### config.mk
export PLATFORM = sky130hd
export DESIGN_NAME = fx_bc_mp
export DESIGN_NICKNAME = d
export VERILOG_FILES = /design/src/rtl/fx_bc_mp.sv
export SDC_FILE = /design/constraint.sdc
export NUM_CORES = 1
export LEC_CHECK = 0
export BUFFER_PORTS_ARGS = -buffer_cell sky130_fd_sc_hd__clkbuf_2
export CAP_MARGIN = 20
export CORE_ASPECT_RATIO = 0.75
export CORE_MARGIN = 2
export CORE_UTILIZATION = 50
export DETAILED_ROUTE_END_ITERATION = 7
export PLACE_DENSITY_LB_ADDON = 0.1
export SYNTH_ARGS = -nofsm -noshare
export SYNTH_HDL_FRONTEND = slang
export SYNTH_SLANG_ARGS = --single-unit
### constraint.sdc
create_clock -name clk_sys -period 2.7 [get_ports clk_sys]
set_clock_uncertainty 0.05 [all_clocks]
set_input_delay 0.54 -clock clk_sys [delete_from_list [all_inputs] [get_ports clk_sys]]
set_output_delay 0.54 -clock clk_sys [all_outputs]
set_load 0.01 [all_outputs]
### src/rtl/fx_bc_mp.sv
// fx bus master: buffers decoded codec commands in a FIFO and replays them as
// single or burst fx write/read cycles on a one-hot selected device channel.
module fx_bc_mp #(
  parameter int AW     = 16,
  parameter int DW     = 8,
  parameter int NDEV   = 4,
  parameter int RD_LAT = 2,
  parameter int FDEPTH = 4
) (
  input  logic            clk_sys,
  input  logic            rst_n,
  input  logic [7:0]      cmd_dev,
  input  logic [7:0]      cmd_mod,
  input  logic [7:0]      cmd_addr,
  input  logic [DW-1:0]   cmd_data,
  input  logic            cmd_rw,
  input  logic [3:0]      cmd_len,
  input  logic            cmd_vld,
  output logic            cmd_rdy,
  output logic [DW-1:0]   cmd_q,
  output logic            cmd_qvld,
  output logic            cmd_err,
  output logic            busy,
  output logic [NDEV-1:0] fx_cs,
  output logic [AW-1:0]   fx_waddr,
  output logic            fx_wr,
  output logic [DW-1:0]   fx_data,
  output logic            fx_rd,
  output logic [AW-1:0]   fx_raddr,
  input  logic [DW-1:0]   fx_q
);

  localparam int PW = (FDEPTH > 1) ? $clog2(FDEPTH) : 1;
  localparam logic [PW-1:0]   PTR_ONE  = 1;
  localparam logic [PW:0]     CNT_ONE  = 1;
  localparam logic [PW:0]     CNT_FULL = (PW+1)'(FDEPTH);
  localparam logic [NDEV-1:0] CS_ONE   = 1;
  localparam logic [3:0]      LAT_M1   = 4'(RD_LAT - 1);
  localparam logic [3:0]      LAT_END  = 4'(RD_LAT);

  typedef struct packed {
    logic [7:0]    dev;
    logic [7:0]    mod;
    logic [7:0]    addr;
    logic [DW-1:0] data;
    logic          rw;
    logic [3:0]    len;
  } entry_t;

  typedef enum logic [2:0] {IDLE, CHECK, WR, RD_ISS, RD_WAIT, DONE} state_t;

  state_t        state, state_nxt;
  entry_t        fifo_mem [FDEPTH];
  entry_t        head;
  logic [PW-1:0] wr_ptr, rd_ptr;
  logic [PW:0]   count, count_nxt;
  logic          push, pop;
  logic          issue_wr, issue_rd, set_cs, clr_cs, err_nxt, sample;

  logic [7:0]    w_dev, w_mod, beat_addr;
  logic [DW-1:0] w_data;
  logic          w_rw;
  logic [3:0]    beats_left, lat_cnt;
  logic          dev_bad;

  // Command FIFO
  assign push = cmd_vld & cmd_rdy;
  assign head = fifo_mem[rd_ptr];

  always_ff @(posedge clk_sys) begin
    if (push) fifo_mem[wr_ptr] <= '{cmd_dev, cmd_mod, cmd_addr, cmd_data, cmd_rw, cmd_len};
  end

  always_comb begin
    count_nxt = count;
    if (push && !pop)      count_nxt = count + CNT_ONE;
    else if (!push && pop) count_nxt = count - CNT_ONE;
  end

  // cmd_rdy is registered, so a pop from a full FIFO reopens it one cycle later
  always_ff @(posedge clk_sys or negedge rst_n) begin
    if (!rst_n) begin
      wr_ptr  <= '0;
      rd_ptr  <= '0;
      count   <= '0;
      cmd_rdy <= 1'b0;
    end else begin
      if (push) wr_ptr <= wr_ptr + PTR_ONE;
      if (pop)  rd_ptr <= rd_ptr + PTR_ONE;
      count   <= count_nxt;
      cmd_rdy <= (count_nxt != CNT_FULL);
    end
  end

  assign busy    = (state != IDLE) || (count != '0);
  assign dev_bad = (w_dev >= 8'(NDEV));

  // Sequencer
  always_ff @(posedge clk_sys or negedge rst_n) begin
    if (!rst_n) state <= IDLE;
    else        state <= state_nxt;
  end

  always_comb begin
    state_nxt = state;
    pop       = 1'b0;
    issue_wr  = 1'b0;
    issue_rd  = 1'b0;
    set_cs    = 1'b0;
    clr_cs    = 1'b0;
    err_nxt   = 1'b0;
    sample    = 1'b0;
    case (state)
      IDLE: begin
        if (count != '0) begin
          pop       = 1'b1;
          state_nxt = CHECK;
        end
      end
      CHECK: begin
        if (dev_bad) begin
          err_nxt   = 1'b1;
          state_nxt = IDLE;
        end else begin
          set_cs = 1'b1;
          if (w_rw) begin
            issue_rd  = 1'b1;
            state_nxt = RD_ISS;
          end else begin
            issue_wr  = 1'b1;
            state_nxt = WR;
          end
        end
      end
      WR: begin
        if (beats_left != 4'd0) issue_wr  = 1'b1;
        else                    state_nxt = DONE;
      end
      RD_ISS: state_nxt = RD_WAIT;
      RD_WAIT: begin
        if (lat_cnt == LAT_M1) sample = 1'b1;
        if (lat_cnt == LAT_END) begin
          if (beats_left != 4'd0) begin
            issue_rd  = 1'b1;
            state_nxt = RD_ISS;
          end else begin
            state_nxt = DONE;
          end
        end
      end
      DONE: begin
        clr_cs    = 1'b1;
        state_nxt = IDLE;
      end
      default: state_nxt = IDLE;
    endcase
  end

  // Working copy of the popped command; only consulted after a pop
  always_ff @(posedge clk_sys) begin
    if (pop) begin
      w_dev     <= head.dev;
      w_mod     <= head.mod;
      w_data    <= head.data;
      w_rw      <= head.rw;
      beat_addr <= head.addr;
    end else if (issue_wr || issue_rd) begin
      beat_addr <= beat_addr + 8'd1;
    end
  end

  // Bus outputs; the first beat is issued from CHECK, so beats_left starts at len
  always_ff @(posedge clk_sys or negedge rst_n) begin
    if (!rst_n) begin
      beats_left <= '0;
      lat_cnt    <= '0;
      fx_cs      <= '0;
      fx_wr      <= 1'b0;
      fx_rd      <= 1'b0;
      fx_waddr   <= '0;
      fx_raddr   <= '0;
      fx_data    <= '0;
      cmd_q      <= '0;
      cmd_qvld   <= 1'b0;
      cmd_err    <= 1'b0;
    end else begin
      if (pop)
        beats_left <= head.len;
      else if ((issue_wr || issue_rd) && state != CHECK)
        beats_left <= beats_left - 4'd1;

      if (state == RD_ISS)       lat_cnt <= '0;
      else if (state == RD_WAIT) lat_cnt <= lat_cnt + 4'd1;

      if (set_cs)      fx_cs <= CS_ONE << w_dev[2:0];
      else if (clr_cs) fx_cs <= '0;

      fx_wr <= issue_wr;
      fx_rd <= issue_rd;
      if (issue_wr) begin
        fx_waddr <= AW'({w_mod, beat_addr});
        fx_data  <= w_data;
      end
      if (issue_rd) fx_raddr <= AW'({w_mod, beat_addr});

      if (sample) cmd_q <= fx_q;
      cmd_qvld <= sample;
      cmd_err  <= err_nxt;
    end
  end

endmodule

Yosys cells after proc, flatten, opt, wreduce, memory -nomap -nowiden:

Memory sizes are Yosys's and may differ from the RTL's.
Cells that the tools add are included.

* input port bits: 48
* memory bits (read-only): 0
* memories: 1
* flip-flop bits (word level): 108
* word-level logic and storage cells: 96
* output and inout bits: 58
* bits in latches: 0
* memory bits (writable): 148

Memory list
* fifo_mem: words 4, bits a word 37, rd ports 1, clocked after memory_dff 0, wr ports 1, line 53 `entry_t fifo_mem [FDEPTH];`

* reduce and logical (&&, ||, !) cells: 16
* $mul: 0
* equality and inequality tests: 12
* order comparisons: 1
* bitwise logic cells: 1
* muxes and demuxes: 36
* divide/modulo/power cells: 0
* add/sub/neg operators: 7
* shifts and indexed selects: 1

Operator list (count)
* $mux W4: 6
* $mux W1: 18
* $mux W3: 6
* $mux W8: 2
* $pmux W3 S5: 1
* $add A8 B1 Y8 const B: 1
* $ge A8 B3 Y1 const B: 1
* $reduce_bool A2 Y1: 4
* $eq A3 B2 Y1 const B: 2
* $eq A3 B3 Y1 const B: 2
* $ne A2 B2 Y1 const B: 3
* $reduce_bool A3 Y1: 2
* $add A2 B1 Y2 const B: 2
* $add A4 B1 Y4 const B: 1
* $eq A4 B1 Y1 const B: 1
* $eq A4 B2 Y1 const B: 1
* $pmux W1 S2: 2
* $reduce_bool A4 Y1: 1
* $shl A1 B3 Y4 const A: 1
* $sub A4 B1 Y4 const B: 1
* $add A3 B1 Y3 const B: 1
* $eq A3 B1 Y1 const B: 1
* $logic_and A1 B1 Y1: 3
* $logic_not A3 Y1: 1
* 8 further kinds: 10

Depth between registers and ports, before layout:

Gate-level depths: netlist of run 1.

* depth after elaboration: 8
* mapped depth: 8
* gate-level depth less buffers: 7

Worst setup path before layout of run 1:

Ideal clock, no wire load.

* kind: register -> register
* start: register beats_left[0]
* end: register beat_addr[0], enable pin
* stages on the path, launching flop included: 8
* buffers on the path: 1
* slack: 0.414 ns
* data required time: 2.356 ns
* period minus slack after synthesis: 2.286 ns
* library setup time: 0.294 ns
* arrival time: 1.941 ns
* path through: dfrtp_1 > inv_1 > ha_1 > nor3b_1 > or2_2 > o32ai_4 > buf_4 > or3_1

* elaborated cells on any way between the ends: 7
* classes of those cells: mux (4); reduce/logical (3)

RTL lines
* start: declaration: line 63 `logic [3:0] beats_left, lat_cnt;`
* start signal: assignment: line 188 `beats_left <= head.len;`
* start signal: assignment: line 190 `beats_left <= beats_left - 4'd1;`
* $reduce_bool A4 Y1: line 136 `if (beats_left != 4'd0) issue_wr = 1'b1;`
* $mux W1: line 136
* $pmux W1 S2: line 113 `case (state)`
* named net issue_wr: line 58 `logic issue_wr, issue_rd, set_cs, clr_cs, err_nxt, sample;`
* $logic_or A1 B1 Y1: line 167 `end else if (issue_wr || issue_rd) begin`
* $reduce_bool A2 Y1 (no source line)
* end signal: assignment: line 166 `beat_addr <= head.addr;`
* end signal: assignment: line 168 `beat_addr <= beat_addr + 8'd1;`
* end: declaration: line 60 `logic [7:0] w_dev, w_mod, beat_addr;`

The timed path passes the listed nets, and every way through them passes these cells.
A chain may end at the register's enable or synchronous reset.

Worst setup path after layout of run 1:

* start: register lat_cnt[0]
* end: register fx_raddr[10]

* word-level cells in the longest chain between the ends: 3

RTL lines
* start: declaration: line 63
* start signal: assignment: line 193 `else if (state == RD_WAIT) lat_cnt <= lat_cnt + 4'd1;`
* $eq A4 B2 Y1: line 142 `if (lat_cnt == LAT_END) begin`
* $mux W1: line 142
* $pmux W1 S2: line 113
* end signal: assignment: line 204 `if (issue_rd) fx_raddr <= AW'({w_mod, beat_addr});`
* end: declaration: line 29 `output logic [AW-1:0] fx_raddr,`

No other way between the ends.

==> flow_summary_export.csv, run 1 <==
group,metric,value,unit
synthesis,yosys_warnings,0,
synthesis,syn-mean-instance-area,18.7,µm²
grt,grt_first_pass_wirelength,29800,µm
status,status,"complete, no violations",
job,maxCapViolCount,0,
grt,met2_usage,28.9,%
sta,rsz0062_at_grt,"false",
sta,fin_setup_tns,0,ns
power_and_ir_drop,sw_frac_of_total,29.4,%
drt,drc_errors,0,
drt,drt_iter0_markers,343,
sta,worstMarginPinSlew,0.709,ns
finish,reg.largest.list,"fifo_mem: 148 flops, fx_raddr: 16 flops, fx_waddr: 16 flops",
power_and_ir_drop,p_leak,4.53,nW
die,dieArea,0.0209,mm²
grt,top_usage_layer,"met2",
power_and_ir_drop,power_switching,3.82,mW
die,die_h,126,µm
sta,period_needed,2.40,ns
drt,drt-pass1-iter-count,4,
synthesis,async_flop_share,29.3,%
critical_path,rr_worst_depth,7,
critical_path,reg2reg_slack,0.30,ns
min_path,hp-class,"primary input to asynchronous set/reset pin",
grt,antenna_found_initial,0,
drt,routed_wl,18400,µm
sta,slew_violations,0,
power_and_ir_drop,p_int,9.18,mW
sta,min_period_over_period,89.0,%
grt,grt_start_max_net_pins,52,
sta,maxSlewHeadroom,52.7,%
power_and_ir_drop,vdd_drop_max,564,µV
clock_network,cts_tree,"done",
clock_network,cts_setup_buffers,0,
critical_path,cp.required,3.04,ns
die,ios,106,
drt,route.vias.total,5100,
power_and_ir_drop,comb_power_share,25.6,%
clock_network,cts_sinks,256,
grt,grt_pass1_vias,5361,
sta,setup_viol_count_final,0,
critical_path,crit_path_end_kind,"flop",
finish,layout.cells.non_filler,933,
finish,regMostFlops,"fifo_mem",
placed_design,hpwl,11700,µm
power_and_ir_drop,power_density,1120,mW/mm²
clock_network,postCtsHoldBufs,0,
synthesis,seq_area_frac_synth,74.2,%
synthesis,syn_inst,526,
finish,fillers,1439,
synthesis,synth_cell_type_count,48,
placed_design,dp_cells,887,
drt,wire_per_inst,19.7,µm
finish,drive_above_1_share,38.7,%
finish,nets,721,
sta,fmax,416,MHz
critical_path,cp-start-kind,"flop",
clock_network,clockBufferDepth,3,
synthesis,synth.net_count,586,
clock_network,cts_made_buffers,25,
die,fp.coreArea,0.0193,mm²
finish,seqCellArea,0.00731,mm²
placed_design,gp_congestion,0.846,
critical_path,reg2reg_to,"fx_raddr[10]",
die,start_util,51.0,%
clock_network,htreeDepth,1,
clock_network,clk_latency,0.51,ns
grt,grt_use_total,18.2,%
clock_network,ctsRootBufferMaster,"clkbuf_16",
critical_path,r2r-start,"lat_cnt[0]",
power_and_ir_drop,p_seq_share,47.4,%
synthesis,synth-edff-count,181,
grt,use_met1,26.5,%
placed_design,port_buffers,105,
critical_path,cp_max_fo,16,
grt,use_met3,4.02,%
clock_network,clkTransAtPathRegs,0.06,ns
clock_network,cts.repair.resized,0,
sta,hold_violations,0,
critical_path,path_class,"flop to flop",
finish,area.growth.synth_to_final,18.2,%
synthesis,synth.cell_area,0.00985,mm²
drt,ant_nets,0,
synthesis,synth_ff_type,"edfxtp_1",
die,dieWidth,166,µm
drt,viasPerCell,5.47,
power_and_ir_drop,clkPwrFrac,26.9,%
finish,multi_input_area,0.00240,mm²
finish,num_antenna_cells,0,
die,row_count,44,
grt,gr-total-overflow,0,
critical_path,crit_arrival,2.74,ns
synthesis,ys_seq_elements,256,
finish,largest_register_ffs,148,
==> cells in the final DEF, fill, tap and decap left out, types with 11 or more instances in the layout <==
cell type and n:
mux4_2 37, nand3_1 11, ha_1 12, inv_1 12
clkbuf_16 26, o21ai_0 12, nand2_1 17, edfxtp_1 181
dfrtp_1 73, buf_4 20, clkbuf_2 104, mux2_2 47
nor2_1 16
==> cells by family after synthesis <==
| group | share of synthesized area (%) |
|---|---|
| buffers and inverters | 1.44 |
| multiplexers | 14.4 |
| flip-flops | 74.2 |
| AO/OA/AOI/OAI | 3.34 |
| AND/OR/NAND/NOR | 4.31 |
| XOR/XNOR | 0.800 |
| adder cells (fa/ha/maj) | 1.52 |
==> power by group through the flow <==
stage | sequential [mW] | clock [mW] | combinational [mW]
6_report | 6.17 | 3.50 | 3.33
5_1_grt | 6.30 | 3.76 | 3.71
4_1_cts | 6.18 | 3.59 | 3.42
3_5_place_dp | 6.25 | 0 | 3.41
3_3_place_gp | 6.19 | 0 | 3.31
2_1_floorplan | 6.09 | 0 | 2.25
==> cell usage after synthesis, types with 5 or more instances <==
master,number,area [µm²]
nand2_1,17,63.8
inv_1,13,48.8
xor2_1,5,43.8
a21oi_1,9,45.0
nor2b_1,5,31.3
o21ai_0,12,60.1
dfrtp_1,75,1880
clkbuf_1,6,22.5
ha_1,12,150
buf_2,8,40.0
and3_1,11,68.8
mux2_2,47,529
edfxtp_1,181,5440
mux4_2,37,833
nand3_1,11,55.1
nor2_1,16,60.1
==> worst max-delay path, stage by stage, from the launching register on <==
cell,delay [ns]
dfrtp_1,0.44
inv_1,0.09
ha_1,0.14
or3b_2,0.50
nor2_1,0.17
a32o_1,0.21
buf_4,0.29
mux2_2,0.38
==> through the flow <==
| stage | util (%) | cell area (µm²) | setup WS, ns | hold slack (ns) | power (mW) |
|---|---|---|---|---|---|
| finish | 60.3 | 11600 | 0.298 | 0.0218 | 13.0 |
| global placement | 55.9 | 10800 | 0.418 | 0.408 | 9.50 |
| CTS | 60.3 | 11600 | 0.280 | 0.0432 | 13.2 |
| global route | 60.3 | 11600 | 0.121 | 0.0688 | 13.8 |
| floorplan | - | 9850 | 0.414 | 0.194 | 8.35 |
| detailed placement | 55.9 | 10800 | 0.293 | 0.415 | 9.66 |
==> layer usage <==
layer	share of wire, %	vias to the layer above
met3	6.5	24
met4	1.5	0
li1	-	2340
met5	0	-
met1	46	2586
met2	46	150
==> how the worst max path moves through the flow <==
stage	from	endpoint	slack, ns	cells after the start
2_1_floorplan	beats_left[0]	beat_addr[0]	0.41	7
3_3_place_gp	lat_cnt[0]	fx_raddr[9]	0.42	7
3_5_place_dp	lat_cnt[0]	fx_raddr[13]	0.29	7
4_1_cts	lat_cnt[0]	fx_raddr[10]	0.28	7
5_1_grt	lat_cnt[0]	fx_raddr[13]	0.12	7
6_report	lat_cnt[0]	fx_raddr[10]	0.30	7
==> cell type report <==
class	instances	area share, %
flip-flops and latches	256	62.8
multi-input cells	239	20.6
clock buffers	36	6.34
repair buffers	126	6.10
well taps	253	2.72
clock inverters	10	0.978
inverters	13	0.419
Note: power is estimated with default switching activity, not from simulation.
==> run 2: changes to the inputs <==
- clock period: 2.7 -> 2.28 ns (I/O delays scaled with it)
==> run 2 against run 1 <==
Worst hold slack improved by 0.083 ns; flip-flop and latch count unchanged; cell count increased by 1.2%.
==> flow_summary_export.csv, run 2 (synthesis gave the netlist of run 1 again) <==
group,metric,value,unit
power_and_ir_drop,comb_power_share,27.2,%
placed_design,gp_congestion,0.804,
status,status,"complete, no violations",
sta,period_needed,2.20,ns
clock_network,clk_latency,0.52,ns
finish,layout_common_cells,"edfxtp_1, clkbuf_2, dfrtp_1",
sta,slew_violations,0,
clock_network,htreeDepth,1,
critical_path,r2r-start,"beats_left[0]",
drt,viasPerCell,5.41,
finish,regMostFlops,"fifo_mem",
die,start_util,51.0,%
power_and_ir_drop,p_int,11.0,mW
placed_design,port_buffers,105,
placed_design,hpwl,11800,µm
clock_network,cts_tree,"done",
die,dieArea,0.0209,mm²
finish,reg.largest.list,"fifo_mem: 148 flops, fx_raddr: 16 flops, fx_waddr: 16 flops",
power_and_ir_drop,vdd_drop_max,711,µV
grt,grt_start_max_net_pins,42,
clock_network,ctsRootBufferMaster,"clkbuf_16",
grt,grt_use_total,18.1,%
sta,worstMarginPinSlew,0.625,ns
grt,gr-total-overflow,0,
finish,final_common_cell,"edfxtp_1",
placed_design,dp_slack,0.0486,ns
sta,hold_slack,0.104,ns
power_and_ir_drop,power_density,1320,mW/mm²
drt,drc_errors,0,
drt,ant_nets,0,
critical_path,path_class,"flop to primary output",
finish,largest_register_ffs,148,
grt,grt_first_pass_wirelength,29300,µm
power_and_ir_drop,p_seq_share,46.9,%
sta,hold_violations,0,
power_and_ir_drop,power_switching,4.55,mW
sta,min_period_over_period,96.6,%
finish,drive_above_1_share,38.8,%
die,dieWidth,166,µm
finish,final_core_util,61.0,%
min_path,hold_start,"cmd_addr[5]",
sta,fmax,454,MHz
die,fp.coreArea,0.0193,mm²
drt,wire_per_inst,19.4,µm
grt,antenna_found_initial,2,
drt,drt-pass1-iter-count,5,
clock_network,cts_made_buffers,25,
clock_network,cts_sinks,256,
min_path,hp-class,"primary input to flop",
critical_path,cp-start-kind,"flop",
critical_path,crit_arrival,1.70,ns
power_and_ir_drop,p_leak,4.59,nW
die,die_h,126,µm
drt,route.vias.total,5109,
finish,area.growth.synth_to_final,19.7,%
drt,routed_wl,18300,µm
sta,setup_viol_count_final,0,
die,row_count,44,
sta,fin_ws,0.0764,ns
sta,maxSlewHeadroom,58.3,%
grt,grt_pass1_vias,5358,
critical_path,cp.required,1.77,ns
critical_path,crit_start,"state[0]",
job,maxCapViolCount,0,
critical_path,crit_path_end_kind,"primary output",
die,ios,106,
clock_network,clockBufferDepth,3,
finish,nets,730,
critical_path,cp_max_fo,11,
clock_network,clkTransAtPathRegs,0.07,ns
power_and_ir_drop,clkPwrFrac,25.9,%
drt,drt_iter0_markers,339,
power_and_ir_drop,sw_frac_of_total,29.3,%
==> run 2: cell count changes in the layout (fill, tap and decap cells not counted), moves of 2 or more <==
cell / previous run / this run
clkbuf_1: 5 / 8
clkinvlp_4: 4 / 0
diode_2: 0 / 2
clkinv_1: 0 / 5
buf_12: 2 / 8
clkbuf_8: 5 / 1
==> run 2: worst paths after layout <==
path | slack, ns | end | depth (start not counted)
max in group asynchronous | 1.17 | fx_waddr[14] | 3
worst min register to register | 0.42 | fx_data[1] | 1
worst min-delay path | 0.10 | fifo_mem[3][18] | 1
worst max-delay path | 0.08 | busy | 5
worst max register to register | 0.08 | fx_data[7] | 7
min in group asynchronous | 0.40 | cmd_q[4] | 2
==> run 2: routing by layer <==
| layer | global-route usage, % | vias to the layer above | part of all wire (%) |
|---|---|---|---|
| met4 | 4.19 | 0 | 1.6 |
| met3 | 4.65 | 28 | 6.8 |
| met2 | 28.4 | 139 | 46 |
| met5 | 0 | - | 0 |
| met1 | 25.8 | 2588 | 46 |
| li1 | - | 2354 | - |
==> run 2: timing repair <==
item	in CTS	in global routing
cloned	0	0
setup buffers	0	4
pin swaps	0	1
hold buffers	1	0
endpoints found under the setup margin	1	9
hold endpoints to repair	34	0
resized for setup	3	3
==> run 2: critical path, cell delays in order (launching register included) <==
cell and delay (ns):
dfrtp_1 0.40, buf_4 0.19, nor3_4 0.22, buf_6 0.14, nand3b_1 0.09, clkbuf_2 0.14
==> run 2: layout make-up <==
class / instances / area, µm²
fillers: 1409 / 7530
flip-flops and latches: 256 / 7320
multi-input cells: 239 / 2430
repair buffers: 135 / 860
clock buffers: 34 / 669
well taps: 253 / 317
clock inverters: 12 / 144
inverters: 13 / 48.8
diodes: 2 / 5.00
==> run 2: through the flow <==
| stage | total power, mW | instance area, µm² | instances | setup TNS [ns] |
|---|---|---|---|---|
| floorplan | 9.89 | 9860 | 526 | 0 |
| global placement | 11.4 | 10900 | 891 | 0 |
| detailed placement | 11.6 | 10900 | 891 | 0 |
| CTS | 15.7 | 11700 | 938 | 0 |
| global route | 16.4 | 11800 | 942 | -0.00444 |
| finish | 15.5 | 11800 | 944 | 0 |
==> run 2: power by group through the flow <==
stage	Combinational, mW	Clock, mW	Sequential [mW]
floorplan	2.67	0	7.22
global placement	4.12	0	7.30
detailed placement	4.20	0	7.38
CTS	4.24	4.13	7.29
global route	4.68	4.32	7.44
finish	4.23	4.02	7.28
